## config.mk

```make
export PLATFORM = sky130hd
export DESIGN_NAME = time_set_controller
export DESIGN_NICKNAME = d
export VERILOG_FILES = /design/src/rtl/time_set_controller.sv
export SDC_FILE = /design/constraint.sdc
export NUM_CORES = 1
export LEC_CHECK = 0
export BUFFER_PORTS_ARGS = -buffer_cell sky130_fd_sc_hd__buf_2
export CORE_ASPECT_RATIO = 0.8
export CORE_MARGIN = 5
export CORE_UTILIZATION = 35
export CTS_CLUSTER_DIAMETER = 30
export DETAILED_ROUTE_END_ITERATION = 10
export GPL_TIMING_DRIVEN = 0
export PLACE_DENSITY = 0.67
export SLEW_MARGIN = 20
export SYNTH_ARGS = -nofsm -noshare
export SYNTH_HDL_FRONTEND = slang
export SYNTH_SLANG_ARGS = --single-unit
```

## constraint.sdc

```tcl
create_clock -name clk -period 2.1 [get_ports clk]
set_clock_uncertainty 0.15 [all_clocks]
set_input_delay 0.315 -clock clk [delete_from_list [all_inputs] [get_ports clk]]
set_output_delay 0.315 -clock clk [all_outputs]
set_load 0.02 [all_outputs]
```

## src/rtl/time_set_controller.sv

```systemverilog
// Time/alarm setting controller: button-driven BCD editor that loads the clock
// datapath through a timed propagate strobe and manages a single daily alarm.
module time_set_controller #(
  parameter int PROP_CYCLES = 4
) (
  input  logic        clk,
  input  logic        rst_n,
  input  logic        btn_mode,
  input  logic        btn_next,
  input  logic        btn_inc,
  input  logic        btn_confirm,
  input  logic [23:0] current_time,
  output logic [23:0] intended_time,
  output logic        clock_propagate,
  output logic [23:0] alarm_time,
  output logic        alarm_armed,
  output logic        alarm_ring,
  output logic [23:0] edit_buffer,
  output logic [2:0]  edit_digit,
  output logic [1:0]  mode
);

  typedef enum logic [1:0] {
    RUN        = 2'd0,
    EDIT_CLOCK = 2'd1,
    EDIT_ALARM = 2'd2,
    PROPAGATE  = 2'd3
  } mode_t;

  mode_t       state, state_next;
  logic [23:0] edit_q, edit_next;
  logic [23:0] intended_next, alarm_next;
  logic [2:0]  digit_next;
  logic        armed_next, ring_next, prop_next;
  logic [7:0]  cnt, cnt_next;
  logic [23:0] prev_time;

  // Increment one BCD digit with its wrap limit; raising the hour tens to 2
  // pulls the hour units down to 3 so the buffer never shows an hour above 23.
  function automatic logic [23:0] inc_digit(input logic [23:0] v, input logic [2:0] d);
    logic [23:0] r;
    logic [3:0]  nib;
    logic [3:0]  lim;
    r = v;
    for (int i = 0; i < 6; i++) begin
      if (d == 3'(i)) begin
        nib = v[i*4 +: 4];
        case (i)
          5:       lim = 4'd2;
          4:       lim = (v[23:20] < 4'd2) ? 4'd9 : 4'd3;
          3, 1:    lim = 4'd5;
          default: lim = 4'd9;
        endcase
        r[i*4 +: 4] = (nib >= lim) ? 4'd0 : nib + 4'd1;
      end
    end
    if (d == 3'd5 && r[23:20] == 4'd2 && r[19:16] > 4'd3)
      r[19:16] = 4'd3;
    return r;
  endfunction

  always_ff @(posedge clk or negedge rst_n) begin
    if (!rst_n) begin
      state           <= RUN;
      edit_q          <= '0;
      edit_digit      <= 3'd5;
      intended_time   <= '0;
      alarm_time      <= '0;
      alarm_armed     <= 1'b0;
      alarm_ring      <= 1'b0;
      clock_propagate <= 1'b0;
      cnt             <= '0;
    end else begin
      state           <= state_next;
      edit_q          <= edit_next;
      edit_digit      <= digit_next;
      intended_time   <= intended_next;
      alarm_time      <= alarm_next;
      alarm_armed     <= armed_next;
      alarm_ring      <= ring_next;
      clock_propagate <= prop_next;
      cnt             <= cnt_next;
    end
  end

  // Previous-cycle time, used only to detect the second the alarm match begins.
  always_ff @(posedge clk) begin
    prev_time <= current_time;
  end

  always_comb begin
    state_next    = state;
    edit_next     = edit_q;
    digit_next    = edit_digit;
    intended_next = intended_time;
    alarm_next    = alarm_time;
    armed_next    = alarm_armed;
    ring_next     = alarm_ring;
    prop_next     = clock_propagate;
    cnt_next      = cnt;
    case (state)
      RUN: begin
        if (alarm_armed && current_time == alarm_time && current_time != prev_time)
          ring_next = 1'b1;
        if (btn_mode) begin
          state_next = EDIT_CLOCK;
          edit_next  = current_time;
          digit_next = 3'd5;
          ring_next  = 1'b0;
        end else if (btn_confirm) begin
          ring_next = 1'b0;
        end else if (btn_inc && !btn_next) begin
          armed_next = !alarm_armed;
          if (alarm_armed)
            ring_next = 1'b0;
        end
      end
      EDIT_CLOCK, EDIT_ALARM: begin
        if (btn_mode) begin
          if (state == EDIT_CLOCK) begin
            state_next = EDIT_ALARM;
            edit_next  = alarm_time;
            digit_next = 3'd5;
          end else begin
            state_next = RUN;
          end
        end else if (btn_confirm) begin
          if (state == EDIT_CLOCK) begin
            intended_next = edit_q;
            state_next    = PROPAGATE;
            prop_next     = 1'b1;
            cnt_next      = 8'(PROP_CYCLES);
          end else begin
            alarm_next = edit_q;
            armed_next = 1'b1;
            state_next = RUN;
          end
        end else if (btn_next) begin
          digit_next = (edit_digit == 3'd0) ? 3'd5 : edit_digit - 3'd1;
        end else if (btn_inc) begin
          edit_next = inc_digit(edit_q, edit_digit);
        end
      end
      PROPAGATE: begin
        if (cnt <= 8'd1) begin
          prop_next  = 1'b0;
          cnt_next   = '0;
          state_next = RUN;
        end else begin
          cnt_next = cnt - 8'd1;
        end
      end
      default: state_next = RUN;
    endcase
  end

  assign mode        = state;
  assign edit_buffer = !rst_n ? 24'h0 : ((state == RUN) ? current_time : edit_q);

endmodule
```

Yosys cells after proc, flatten, opt, wreduce, memory -nomap -nowiden
Cells that the tools add are included.
{"block": "op_classes", "addsub": 8, "order_cmp": 9, "n_eq_ne": 30, "n_mux": 105, "bitwise_logic": 1, "reduce_logical": 24}
{"cell": "4-bit two-way mux", "count": 60}
{"cell": "24-bit two-way mux", "count": 8}
{"cell": "24-bit case mux with 2 select lines", "count": 1}
{"cell": "8-bit two-way mux", "count": 4}
{"cell": "3-bit inequality test, second input constant", "count": 10}
{"cell": "4-bit by 1-bit adder with 4-bit output, second input constant", "count": 6}
{"cell": "24-bit == test", "count": 1}
{"cell": "4-bit greater-or-equal comparator", "count": 6}
{"cell": "24-bit inequality test", "count": 1}
{"cell": "6-bit AND reduction", "count": 4}
{"cell": "3-bit two-way mux", "count": 6}
{"cell": "2-bit inequality test, second input constant", "count": 9}
{"cell": "8-bit case mux with 2 select lines", "count": 1}
{"cell": "1-bit two-way mux", "count": 15}
{"cell": "5-bit AND reduction", "count": 3}
{"cell": "2-bit two-way mux", "count": 6}
{"cell": "8-bit by 1-bit less-or-equal comparator with 1-bit output, second input constant", "count": 1}
{"cell": "4-bit AND reduction", "count": 2}
{"cell": "8-bit by 1-bit subtractor with 8-bit output, second input constant", "count": 1}
{"cell": "7-bit AND reduction", "count": 1}
{"cell": "3-bit by 2-bit == test with 1-bit output, second input constant", "count": 2}
{"cell": "3-bit == test, second input constant", "count": 2}
{"cell": "2-bit case mux with 3 select lines", "count": 1}
{"cell": "3-bit case mux with 2 select lines", "count": 1}
{"cell": "16 further kinds", "count": 25}
{"block": "totals", "reg_bits": 112, "input_bits": 30, "output_inout_bits": 80, "elab_cells": 191}

Logic depth before layout (Yosys ltp)
{"block": "logic_depth", "word_depth": 24, "ltp_mapped": 9, "mapped_depth_nobuf": 8}

Least setup slack after synthesis
No wires, ideal clock.
{"block": "synth_timing", "path_type": "reg2reg", "from": "register state[0], in the netlist mode[0]", "to": "register alarm_time[0]", "setup_time_ns": 0.125, "t_arrival_ns": 2.133, "t_required_ns": 1.825, "path_slack_ns": -0.307, "path_stages_with_launch": 9, "n_path_buf": 2, "period_less_slack_ns": 2.407, "path_cell_list": "dfrtp_1 inv_1 ha_1 inv_1 nor2_1 and3_1 buf_2 buf_4 mux2_2"}
{"block": "synth_between", "elab_chain_cells": 3, "elab_cells_between_ends": 5, "cone_classes": "eq/ne (2); mux (1); reduce/logical (2)"}
{"item": "start: declaration", "line_no": "30", "source": "mode_t state, state_next;"}
{"item": "start signal: assignment", "line_no": "74", "source": "state <= state_next;"}
{"item": "2-bit by 1-bit == test with 1-bit output / 2-bit == test (equally long branches)", "line_no": "101, 128"}
{"item": "2-bit OR reduction", "line_no": "101", "source": "case (state)"}
{"item": "3-bit AND reduction (no source line)"}
{"item": "end signal: assignment", "line_no": "78", "source": "alarm_time <= alarm_next;"}
{"item": "end: declaration", "line_no": "15", "source": "output logic [23:0] alarm_time,"}
Several ways; a longest one is shown, not always the timed one.
A chain may end at the register's enable or synchronous reset.

Final worst setup path
{"block": "layout_timing", "from": "register state[1], in the netlist mode[1]", "to": "output port edit_buffer[12]"}
{"block": "layout_between", "elab_chain_cells": 3}
{"item": "2-bit logical NOT", "line_no": "158", "source": "assign edit_buffer = !rst_n ? 24'h0 : ((state == RUN) ? current_time : edit_q);"}
{"item": "24-bit two-way mux (2 in a row)", "line_no": "158"}
{"item": "end: declaration", "line_no": "18", "source": "output logic [23:0] edit_buffer,"}
No other way between the ends.

==> metrics.txt <==
run status finished, violations left; failing checks negative hold slack, negative setup slack; worst skew pair latency about 360 ps; number of I/O pins 110; Post-Synthesis Cells about 600; first-pass GRT wire length 29.75 mm; library cells used by synthesis 69; Slew @ Worst Pin ~630 ps; num rows 44; GRT Overall Usage a little under a fifth; largest area contributor in the netlist dfrtp_1; Final Cycle Share 102.7%; CTS max path bufs 2; Max Slew Vio Count 0; Setup Crit Path Kind reg2out; Critical Path Start Type register; CP top delay family buffers and inverters; synthesis-to-layout area growth 30.94%; WL final slightly below 20 mm; Hold/Removal Path Class in2async; H-tree Lvls 3; post-DP HPWL 14.09 mm; drt drc 0; Slowest cell on crit path dfrtp_2; CP Max Fanout 10; average vias per placed instance ~5.3; Post-synth EDFFs 0; critical path endpoint category primary output; DIE WIDTH between 150 and 200 um; largest net degree at the start of global routing around 60; Post-synth ARST share 78.57%; Final setup viols 40; TritonCTS clock tree yes; final core utilization a little under half; Reg clk slew, reported paths approximately 80 ps; syn avg cell area roughly 10 um2; Peak VDD IR 0.5737 mV; leakage about 3.7 nW; arrival time worst endpoint 1690 ps; max cap viols 0; share of post-route cells with drive strength above 1 approximately 36%; Post-layout nets a little over 800; placed cell count approximately 960; Buffers & Inverters on Critical Path 3; mapped cell area ~6400 um2; top-area cell type share of the netlist area about a third; Detail Route Antenna Nets 0; Starting Density about a third; max_slew headroom between 50% and 60%; final setup TNS -917.1 ps; crit-path cells inv_2, ha_4, buf_12, mux2i_1, nor2b_1, buf_4; Core ar. about 18000 um2; Hold Slack -183.1 ps; Via Count ~5400; post-DR wirelength/cell 19.66 um; f_max approximately 0.46 GHz; synthesis-stage register bit count approximately 110; vias in the first global route just under 5000; syn_nets 671; RSZ-0062 raised after global routing true; Iteration-0 DRC Markers roughly 530; Area contributors post-synth dfrtp_1, mux2_2, dfxtp_1; CTS Buf Count 9; P per Cell Area about 1700 nW/um2; clock sink count between 100 and 150; Die Footprint 20980 um2; clk root buf clkbuf_16; fin crit period between 2000 and 2500 ps; gr ovfl total 0; Post-Layout Cell Count ~1000; Chip Height between 100 and 150 um; Final GP Congestion 0.8726; Port-buffer cells 108; Crit path largest cell delay 410 ps; final hold vios 52; sequential element share of the synthesized area 42.24%; Worst Path Required around 1600 ps; Fill cells 1651; initial antenna violation count 0; Ys Warns 0; Pre-Repair DR Iteration Count 5; most common flop cell mapped by yosys dfrtp_1; Inserted Diodes 0; post-route setup slack -57.44 ps
## per-layer routing
| layer | GRT usage, % | up-vias | part of all wire [%] |
|---|---|---|---|
| met5 | 0 | - | 0 |
| met4 | 4.603 | 0 | 1.5 |
| met3 | 4.766 | 28 | 8.0 |
| met2 | 27.43 | 226 | 44 |
| met1 | 26.57 | 2606 | 46 |
| li1 | - | 2524 | - |
## final timing paths
check	start	slack, ps	endpoint	depth (start not counted)
setup / recovery	mode[1]	-60	edit_buffer[12]	6
hold / removal	rst_n	-180	intended_time[18]	2
setup reg to reg	mode[0]	-30	alarm_time[21]	8
hold reg to reg	intended_time[12]	330	intended_time[12]	2
max in group asynchronous	rst_n	1130	alarm_time[10]	4
min in group clk	current_time[21]	10	prev_time[21]	1
## synthesized netlist by cell type, drive strengths merged, types with 3 or more instances
cell type / number
a221oi: 10
o2bb2ai: 5
nor2: 38
nand3: 5
o21ai: 50
o22ai: 3
clkbuf: 12
and3: 4
xor2: 41
buf: 13
mux2i: 47
nand2b: 3
nand4: 6
a211oi: 6
dfxtp: 24
xnor2: 10
dfrtp: 86
nand2: 40
o311ai: 3
nor3b: 4
nor3: 6
nor2b: 33
inv: 23
o31ai: 6
mux2: 45
a21oi: 24
nor4: 11
ha: 25
## state kept, by name (all words and copies together), names as in the netlist
signal,count
edit_q,24
alarm_armed,1
edit_digit,3
intended_time,24
mode,2
prev_time,24
clock_propagate,1
alarm_time,24
alarm_ring,1
cnt,8
## worst register-to-register path, delay by kind of cell (launching register included)
kind          cells  cell delay, ps
fa+ha+maj         1             300
mux               1             340
flops             1             400
simple gates      2             290
buf+inv           4             530
## placed cells by master (no fill, tap or decap), types with 4 or more instances in the layout
cell and instances:
a21oi_1 18, a21oi_2 4, a221oi_1 6, a221oi_2 4
and3_1 4, buf_12 6, buf_2 107, buf_4 31
buf_6 4, buf_8 4, clkbuf_1 5, clkbuf_16 10
dfrtp_1 77, dfrtp_2 9, dfxtp_1 24, dlygate4sd3_1 13
ha_1 21, inv_1 21, mux2_2 44, mux2i_1 43
mux2i_2 4, nand2_1 37, nand3_1 5, nand4_1 6
nor2_1 35, nor2b_1 33, nor3_1 4, nor4_1 9
o21ai_0 43, o21ai_4 4, o2bb2ai_1 5, o31ai_1 4
xnor2_1 10, xor2_1 41
## cell families (layout without fill, tap and decap cells)
logic type,Yosys count,in the layout,synth area share (%)
AND/OR/NAND/NOR,160,160,13.21
multiplexers,92,92,15.49
flip-flops,112,112,42.24
adder cells (fa/ha/maj),25,25,4.920
XOR/XNOR,51,51,7.026
AO/OA/AOI/OAI,127,127,13.56
buffers and inverters,49,214,3.562
## cell type report
cell class                      instances  area [um2]  share of cell area, %
Tap cell                              230       287.8                  3.457
Inverter                               24       90.09                  1.082
Timing Repair Buffer                  150       967.2                  11.62
Clock inverter                          6       73.82                 0.8868
Clock buffer                           10       250.2                  3.006
Buffer                                 24       226.5                  2.721
Multi-Input combinational cell        455        3732                  44.84
Sequential cell                       112        2696                  32.39
## power breakdown
part           total, W  internal [W]  switching [W]  leakage [nW]
Sequential      0.00396       0.00298       0.000976          1.28
Combinational   0.00837       0.00363        0.00475          2.29
Clock           0.00187       0.00101       0.000857         0.152
Total            0.0142       0.00762        0.00658          3.73
## repair_timing
| action | 4_1_cts | 5_1_grt |
|---|---|---|
| gates resized for setup | 41 | 49 |
| hold buffers | 14 | 1 |
| setup buffers | 15 | 11 |
| endpoints found under the hold margin | 45 | 53 |
| endpoints found under the setup margin | 78 | 78 |
| pin swaps | 9 | 13 |
## metrics by stage
step	hold slack, ps	cell area [um2]	total power [W]	setup WS [ps]
6_report	-183.1	8324	0.01420	-57.44
3_5_place_dp	93.55	7281	0.01107	-607.9
4_1_cts	-167.9	8009	0.01353	-78.99
3_3_place_gp	311.9	7247	0.01095	-1184
2_1_floorplan	-130.6	6419	0.008773	19.34
5_1_grt	-181.0	8324	0.01513	-156.9
(Power assumes the default switching activity.)
